### src/rtl/ack_packetizer.sv
// Builds one fixed-length 60-byte acknowledgement frame per accepted request and streams it
// out as fifteen 32-bit AXI-Stream beats, counting completed frames since reset.
module ack_packetizer #(
  parameter int unsigned XLEN       = 64,
  parameter logic [47:0] DEST_MAC   = 48'h8F54_0000_1654,
  parameter logic [47:0] SRC_MAC    = 48'h4502_1111_6843,
  parameter logic [15:0] ETHER_TYPE = 16'h005C
) (
  input  logic            clk,
  input  logic            reset,
  input  logic            Valid,
  input  logic [XLEN-1:0] Minstr,
  input  logic [31:0]     InterPacketDelay,
  output logic            Ready,
  output logic [31:0]     TxAxiTdata,
  output logic [3:0]      TxAxiTstrb,
  output logic            TxAxiTlast,
  output logic            TxAxiTvalid,
  input  logic            TxAxiTready,
  output logic [31:0]     FrameCount
);

  typedef enum logic [1:0] {StIdle, StSend, StDone} state_e;

  localparam logic [3:0] LastBeat = 4'd14;

  state_e      state_q, state_d;
  logic [3:0]  beat_q, beat_d;
  logic [63:0] minstr_q, minstr_d;
  logic [31:0] delay_q, delay_d;
  logic [31:0] frame_count_q, frame_count_d;
  logic        ready_q, ready_d;
  logic        tvalid_q, tvalid_d;
  logic        tlast_q, tlast_d;
  logic [31:0] tdata_q, tdata_d;

  function automatic logic [31:0] beat_word(input logic [3:0] beat, input logic [63:0] m,
                                            input logic [31:0] d);
    logic [31:0] w;
    w = 32'h0;
    case (beat)
      4'd0:    w = DEST_MAC[31:0];
      4'd1:    w = {SRC_MAC[15:0], DEST_MAC[47:32]};
      4'd2:    w = SRC_MAC[47:16];
      4'd3:    w = {m[15:0], ETHER_TYPE};
      4'd4:    w = m[47:16];
      4'd5:    w = {d[15:0], m[63:48]};
      4'd6:    w = {16'h0, d[31:16]};
      default: w = 32'h0;
    endcase
    return w;
  endfunction

  always_comb begin
    state_d       = state_q;
    beat_d        = beat_q;
    minstr_d      = minstr_q;
    delay_d       = delay_q;
    frame_count_d = frame_count_q;
    case (state_q)
      StIdle: begin
        if (Valid) begin
          state_d  = StSend;
          beat_d   = 4'd0;
          minstr_d = 64'(Minstr);
          delay_d  = InterPacketDelay;
        end
      end
      StSend: begin
        if (beat_q > LastBeat) begin
          state_d = StIdle;
          beat_d  = 4'd0;
        end else if (TxAxiTready) begin
          if (beat_q == LastBeat) begin
            state_d       = StDone;
            beat_d        = 4'd0;
            frame_count_d = frame_count_q + 32'd1;
          end else begin
            beat_d = beat_q + 4'd1;
          end
        end
      end
      StDone: begin
        state_d = StIdle;
        beat_d  = 4'd0;
      end
      default: begin
        state_d = StIdle;
        beat_d  = 4'd0;
      end
    endcase
    // Outputs are registered, so they are derived from the next state.
    ready_d  = (state_d == StIdle);
    tvalid_d = (state_d == StSend);
    tlast_d  = tvalid_d && (beat_d == LastBeat);
    tdata_d  = beat_word(beat_d, minstr_d, delay_d);
  end

  always_ff @(posedge clk) begin
    if (!reset) begin
      state_q       <= StIdle;
      beat_q        <= 4'd0;
      minstr_q      <= 64'h0;
      delay_q       <= 32'h0;
      frame_count_q <= 32'h0;
      ready_q       <= 1'b1;
      tvalid_q      <= 1'b0;
      tlast_q       <= 1'b0;
      tdata_q       <= 32'h0;
    end else begin
      state_q       <= state_d;
      beat_q        <= beat_d;
      minstr_q      <= minstr_d;
      delay_q       <= delay_d;
      frame_count_q <= frame_count_d;
      ready_q       <= ready_d;
      tvalid_q      <= tvalid_d;
      tlast_q       <= tlast_d;
      tdata_q       <= tdata_d;
    end
  end

  assign Ready       = ready_q;
  assign TxAxiTvalid = tvalid_q;
  assign TxAxiTlast  = tlast_q;
  assign TxAxiTdata  = tdata_q;
  assign TxAxiTstrb  = tvalid_q ? 4'hF : 4'h0;
  assign FrameCount  = frame_count_q;

endmodule

### config.mk
export PLATFORM = sky130hd
export DESIGN_NAME = ack_packetizer
export DESIGN_NICKNAME = d
export VERILOG_FILES = /design/src/rtl/ack_packetizer.sv
export SDC_FILE = /design/constraint.sdc
export NUM_CORES = 1
export LEC_CHECK = 0
export BUFFER_PORTS_ARGS = -buffer_cell sky130_fd_sc_hd__buf_2
export CAP_MARGIN = 20
export CORE_UTILIZATION = 53
export DETAILED_ROUTE_END_ITERATION = 12
export GPL_TIMING_DRIVEN = 1
export PLACE_DENSITY = 0.9
export SLEW_MARGIN = 20
export SYNTH_ARGS = -nofsm -noshare
export SYNTH_HDL_FRONTEND = slang
export SYNTH_SLANG_ARGS = --single-unit
export TNS_END_PERCENT = 10
### constraint.sdc
create_clock -name clk -period 2.97 [get_ports clk]
set_clock_uncertainty 0.2 [all_clocks]
set_input_delay 0.891 -clock clk [delete_from_list [all_inputs] [get_ports clk]]
set_output_delay 0.891 -clock clk [all_outputs]
set_load 0.01 [all_outputs]
==> results of run 1 <==
[worst max path at each step]
stage                                    start                         to
after floorplan                    TxAxiTready  TxAxiTdata[25]$_SDFF_PN0_
after global placement                   Valid   TxAxiTdata[0]$_SDFF_PN0_
after detailed placement                 Valid   TxAxiTdata[0]$_SDFF_PN0_
after CTS                 beat_q[0]$_SDFF_PN0_  TxAxiTdata[26]$_SDFF_PN0_
after global routing      beat_q[0]$_SDFF_PN0_  TxAxiTdata[22]$_SDFF_PN0_
final                     beat_q[0]$_SDFF_PN0_  TxAxiTdata[26]$_SDFF_PN0_
[cell usage in the layout (no fill, tap or decap), types with 7 or more instances in the layout]
cell type and n:
nand3_1 15, nand4_1 10, xnor2_1 8, clkbuf_16 17
nor2_1 100, dfxtp_1 169, nand2_1 159, xor2_1 16
or3_1 19, a21oi_1 62, buf_4 22, and4_1 7
nor3_1 24, buf_12 10, mux2i_1 52, o21a_1 12
buf_2 170, a31oi_1 24, o21ai_0 27, and3_1 8
[layer usage]
layer,up-vias,part of all wire
met3,40,0.070
met1,2974,0.42
met5,-,0
met2,287,0.48
li1,3215,-
met4,0,0.027
[critical path, stage by stage (launching register included)]
cell and delay, ps:
dfxtp_1 310, inv_1 100, ha_1 220, mux2i_1 360
o31ai_4 100, buf_12 160, o2bb2ai_4 490, buf_4 260
nand2_1 50, a22oi_1 190, a21oi_1 90
[kinds of logic (layout without fill, tap and decap cells)]
kind of cell / Yosys count / in the layout
AO/OA/AOI/OAI: 157 / 157
adder cells (fa/ha/maj): 3 / 3
flip-flops: 169 / 169
other: 0 / 1
AND/OR/NAND/NOR: 366 / 366
buffers and inverters: 63 / 240
XOR/XNOR: 24 / 24
multiplexers: 53 / 53
[state kept, by name, indices dropped and copies added (netlist names)]
signal / count
state_q: 2
delay_q: 32
beat_q: 4
minstr_q: 64
TxAxiTvalid: 1
FrameCount: 32
TxAxiTlast: 1
Ready: 1
TxAxiTdata: 32
[power breakdown]
| group | internal [W] | switching [W] | total [W] | leakage (nW) |
|---|---|---|---|---|
| logic | 0.000222 | 0.000320 | 0.000542 | 2.14 |
| clock network | 0.00138 | 0.000928 | 0.00231 | 0.294 |
| registers | 0.00237 | 0.0000371 | 0.00240 | 1.38 |
[area by class of cell]
type                    count  area (um^2)  share of cell area
multi-input cells         603         3460               0.388
flip-flops and latches    169         3380               0.379
repair buffers            202         1220               0.136
clock buffers              20          457              0.0512
well taps                 172          215              0.0241
clock inverters            12          161              0.0181
inverters                   6         25.0             0.00281
diodes                      1         2.50            0.000281
[stage by stage]
stage / TNS, ps / instance area (um^2) / power (W) / utilization / hold WS, ps
3_5_place_dp: -75.8 / 8300 / 0.00299 / 0.647 / 247
6_report: 0 / 8920 / 0.00525 / 0.695 / 256
3_3_place_gp: 0 / 8300 / 0.00297 / 0.647 / 240
5_1_grt: 0 / 8920 / 0.00543 / 0.695 / 268
2_1_floorplan: 0 / 7060 / 0.00277 / - / 233
4_1_cts: 0 / 8910 / 0.00528 / 0.695 / 257
==> results_dict.tcl, run 1 <==
set metrics [dict create \
    hold_path.class "flip-flop to flip-flop" \
    synth_top_family_by_area "simple AND/OR/NAND/NOR gates" \
    synth_edf_count 0 \
    place_hpwl_um 13100 \
    layout.nets 1102 \
    core_um2 12800 \
    gr-usage-met3 0.0574 \
    area.growth.synth_to_final_pct 26.3 \
    ys_top_cells_by_count "dfxtp_1, nand2_1, nor2_1" \
    place_inst 1152 \
    cts.htree.levels 4 \
    ys.flop_type "dfxtp_1" \
    setup_ws_ps 324 \
    drv_slew 0 \
    die_area_um2 13800 \
    ys_ff_latch 169 \
    layout_worst_path_cycle_share 0.891 \
    pre_cts_ws_ps -28.7 \
    cp.required_ps 3090 \
    netlist_area_um2 7060 \
    vias 6516 \
    post_cts_buffers 0 \
    synth_top_cell_by_area "dfxtp_1" \
    clk-insertion-delay-late_ps 430 \
    dieWidth_um 117 \
    outcome "finished, final reports clean" \
    hp-start "minstr_q[21]$_SDFF_PN0_" \
    antenna_found_initial 1 \
    syn-instance-count 835 \
    synth.most_common_cell "dfxtp_1" \
    synth_compound_area_frac 0.142 \
    synth-xor-area-share 0.0298 \
    drt_wl_total_um 18700 \
    regToRegSetupSlack_ps 320 \
    synth_area_leaders "dfxtp_1, nand2_1, mux2i_1" \
    gr-usage-all-layers 0.279 \
    crit_path_end_kind "flip-flop" \
    cap_violations 0 \
    hold_viol 0 \
    synth_mux_area_frac 0.0753 \
    initial_core_util 0.551 \
    relSlewSlack 0.589 \
    fill_cells 1006 \
    crit_type "flip-flop to flip-flop" \
    chipHeight_um 117 \
    postSynth.asyncResetShare 0 \
    hold_path_depth 2 \
    ys_types 54 \
    start_kind "flip-flop" \
    drtIter0Drc 558 \
    yosys.area_share.adder 0.00531 \
    numCtsBuffers 17 \
    worstPathArrival_ps 2760 \
    clock_sinks 169 \
    pin_count 171 \
    synth_simple_gate_area_frac 0.230 \
    hold_end "minstr_q[21]$_SDFF_PN0_" \
    root_buffer "clkbuf_16" \
    grt_pass1_wl_um 30600 \
    synth_nets 938 \
    r2r-start "beat_q[0]$_SDFF_PN0_" \
    clk_pin_slew_ps 60 \
    top_usage_layer "met2" \
    powerDensity_nw_per_um2 589 \
    met1_usage 0.352 \
    rows 41 \
    cp_max_fo 22 \
    ys_warn_count 0 \
    cts_hold_buf 0 \
    rsz0062_at_grt "false" \
    instances_no_fill 1185 \
    finalSetupViolCount 0 \
    rr_worst_depth 10 \
    synth_top_area_frac 0.479 \
    grt_start_max_net_pins 58 \
    ant_nets 0 \
    min_period_ps 2650 \
    r2r-end "TxAxiTdata[26]$_SDFF_PN0_" \
    yosysSeqAreaShare 0.479 \
    via_per_inst 5.50 \
    fmax_mhz 378 \
    gp_congestion 0.947 \
    drive_above_1_share 0.248 \
    worst_pin_slew_ps 616 \
    post_drt_wl_per_cell_um 15.8 \
    drc 0 \
    power_leakage_nw 3.82 \
    vdd_drop_max_mv 0.333 \
    use_met2 0.458 \
    drtPass1Iterations 6 \
    grt_overflow 0 \
    ctsResizeCount 0 \
    io_buffers 170 \
    avgSynthCellArea_um2 8.46 \
    clock_path_buffers 2 \
    grt_pass1_vias 6261 \
    cts_tree "yes" \
]
(Power assumes the default switching activity.)
==> run 2, diff against run 1 <==
--- a/config.mk
+++ b/config.mk
@@ -7,10 +7,12 @@
 export LEC_CHECK = 0
 export BUFFER_PORTS_ARGS = -buffer_cell sky130_fd_sc_hd__buf_2
 export CAP_MARGIN = 20
-export CORE_UTILIZATION = 53
+export CORE_UTILIZATION = 55
+export CTS_BUF_LIST = sky130_fd_sc_hd__clkbuf_4
 export DETAILED_ROUTE_END_ITERATION = 12
 export GPL_TIMING_DRIVEN = 1
-export PLACE_DENSITY = 0.9
+export HOLD_SLACK_MARGIN = 0.15
+export PLACE_DENSITY = 0.93
 export SLEW_MARGIN = 20
 export SYNTH_ARGS = -nofsm -noshare
 export SYNTH_HDL_FRONTEND = slang
==> run 2 against run 1 <==
Against the previous run:
- utilization shrank 1.2 points
- routed wire length shrank 3.6%
- worst setup slack lost 9.5 ps
- first-iteration DRC count is the same
- highest routed layer unchanged
- cell area shrank 3.6%
- sequential share of layout area grew 1.4 points
- largest cell class unchanged
- power shrank 18%
- clock power shrank 40%
- count of clock-buffer cells in the layout shrank 2
- critical endpoint is now TxAxiTdata[25]$_SDFF_PN0_
==> results_dict.tcl, run 2 (synthesized netlist as in run 1, its figures left out) <==
set metrics [dict create \
    layout_worst_path_cycle_share 0.894 \
    crit_buf_inv 2 \
    drv_slew 0 \
    clk-insertion-delay-late_ps 560 \
    grt_start_max_net_pins 47 \
    start_kind "flip-flop" \
    rows 41 \
    finalInstanceArea_um2 8590 \
    most-common-layout-cells "buf_2, dfxtp_1, nand2_1, nor2_1, a21oi_1" \
    clock_path_buffers 2 \
    final_common_cell "buf_2" \
    cts_tree "yes" \
    crit_path_end_kind "flip-flop" \
    drc 0 \
    place_area_um2 8300 \
    ctsResizeCount 0 \
    post_cts_buffers 0 \
    relSlewSlack 0.621 \
    gp_congestion 0.887 \
    clock_sinks 169 \
    cap_violations 0 \
    path_delay_family "compound AO/OA/AOI/OAI gates" \
    worst_pin_slew_ps 566 \
    via_per_inst 5.58 \
    clk_pin_slew_ps 130 \
    rsz0062_at_grt "false" \
    largest_register_ffs 64 \
    ant_nets 0 \
    crit_type "flip-flop to flip-flop" \
    drt_wl_total_um 18000 \
    vdd_drop_max_mv 0.281 \
    dieWidth_um 115 \
    area.growth.synth_to_final_pct 21.7 \
    post_drt_wl_per_cell_um 15.1 \
    power.total_w 0.00432 \
    hold_viol 0 \
    worstPathCellList "inv_1 > ha_1 > and4b_1 > o31ai_2 > a2bb2oi_2 > buf_12 > o311a_1 > and3_1" \
    numCtsBuffers 17 \
    cts_hold_buf 0 \
    grt_pass1_vias 6221 \
    finalSetupViolCount 0 \
    min_period_ps 2660 \
    hold_path.class "flip-flop to flip-flop" \
    critPathMaxStageDelay_ps 500 \
    cts.htree.levels 4 \
    place_hpwl_um 13100 \
    vias 6631 \
    chipHeight_um 115 \
    layout.nets 1109 \
    initial_core_util 0.562 \
    grt_overflow 0 \
    cp.required_ps 3220 \
    powerDensity_nw_per_um2 503 \
    drive_above_1_share 0.248 \
    die_area_um2 13300 \
    drtIter0Drc 558 \
    io_buffers 170 \
    regMostFlops "minstr_q" \
    slowest_stage "o311a_1" \
    worstPathArrival_ps 2900 \
    antenna_found_initial 0 \
    pin_count 171 \
    grt_pass1_wl_um 28900 \
    fmax_mhz 377 \
    power_leakage_nw 3.68 \
    gr-usage-all-layers 0.279 \
    core_um2 12600 \
    drtPass1Iterations 5 \
    outcome "finished, final reports clean" \
    cp_max_fo 18 \
    root_buffer "clkbuf_4" \
]
[run 2: changes by cell type in the layout (fill, tap and decap cells not counted), sizes merged]
cell / change
inv: -5
buf: +7
clkinvlp: -2
clkinv: +5
clkbuf: -2
bufinv: +1
[run 2: worst min-delay path, delay by kind of cell, from the launching register on]
kind	cells	cell delay, ps
simple gates	1	50
flops	1	330
compound gates	1	50
[run 2: layer usage]
metal,track usage,routed length [um]
met4,0.137,541
met1,0.331,7450
met2,0.472,8550
met5,0,0
met3,0.0664,1450
[run 2: power breakdown]
group | total, W | switching (W) | internal [W]
registers | 0.00240 | 0.0000357 | 0.00237
logic | 0.000535 | 0.000317 | 0.000218
clock network | 0.00139 | 0.000734 | 0.000652
[run 2: cell type report]
cell class / instances / area [um^2]
Multi-Input combinational cell: 603 / 3460
Clock inverter: 11 / 156
Clock buffer: 18 / 135
Fill cell: 968 / 3980
Antenna cell: 1 / 2.50
Sequential cell: 169 / 3380
Tap cell: 172 / 215
Inverter: 6 / 25.0
Timing Repair Buffer: 209 / 1220
[run 2: final timing paths]
kind                    startpoint                         to  slack [ps]  depth (start not counted)
max           beat_q[0]$_SDFF_PN0_  TxAxiTdata[25]$_SDFF_PN0_         310                          8
max reg2reg   beat_q[0]$_SDFF_PN0_  TxAxiTdata[25]$_SDFF_PN0_         310                          8
min reg2reg  delay_q[3]$_SDFF_PN0_      delay_q[3]$_SDFF_PN0_         260                          2
min          delay_q[3]$_SDFF_PN0_      delay_q[3]$_SDFF_PN0_         260                          2
[run 2: stage by stage]
stage                     hold WS, ps  instances  worst slack, ps   util  TNS (ps)
after floorplan                   233        835              113      -         0
after global placement            242       1159            -30.5  0.660      -148
after detailed placement          247       1159            -56.1  0.660      -401
after CTS                         264       1188              316  0.684         0
after global routing              286       1188              161  0.684         0
final                             264       1189              314  0.684         0
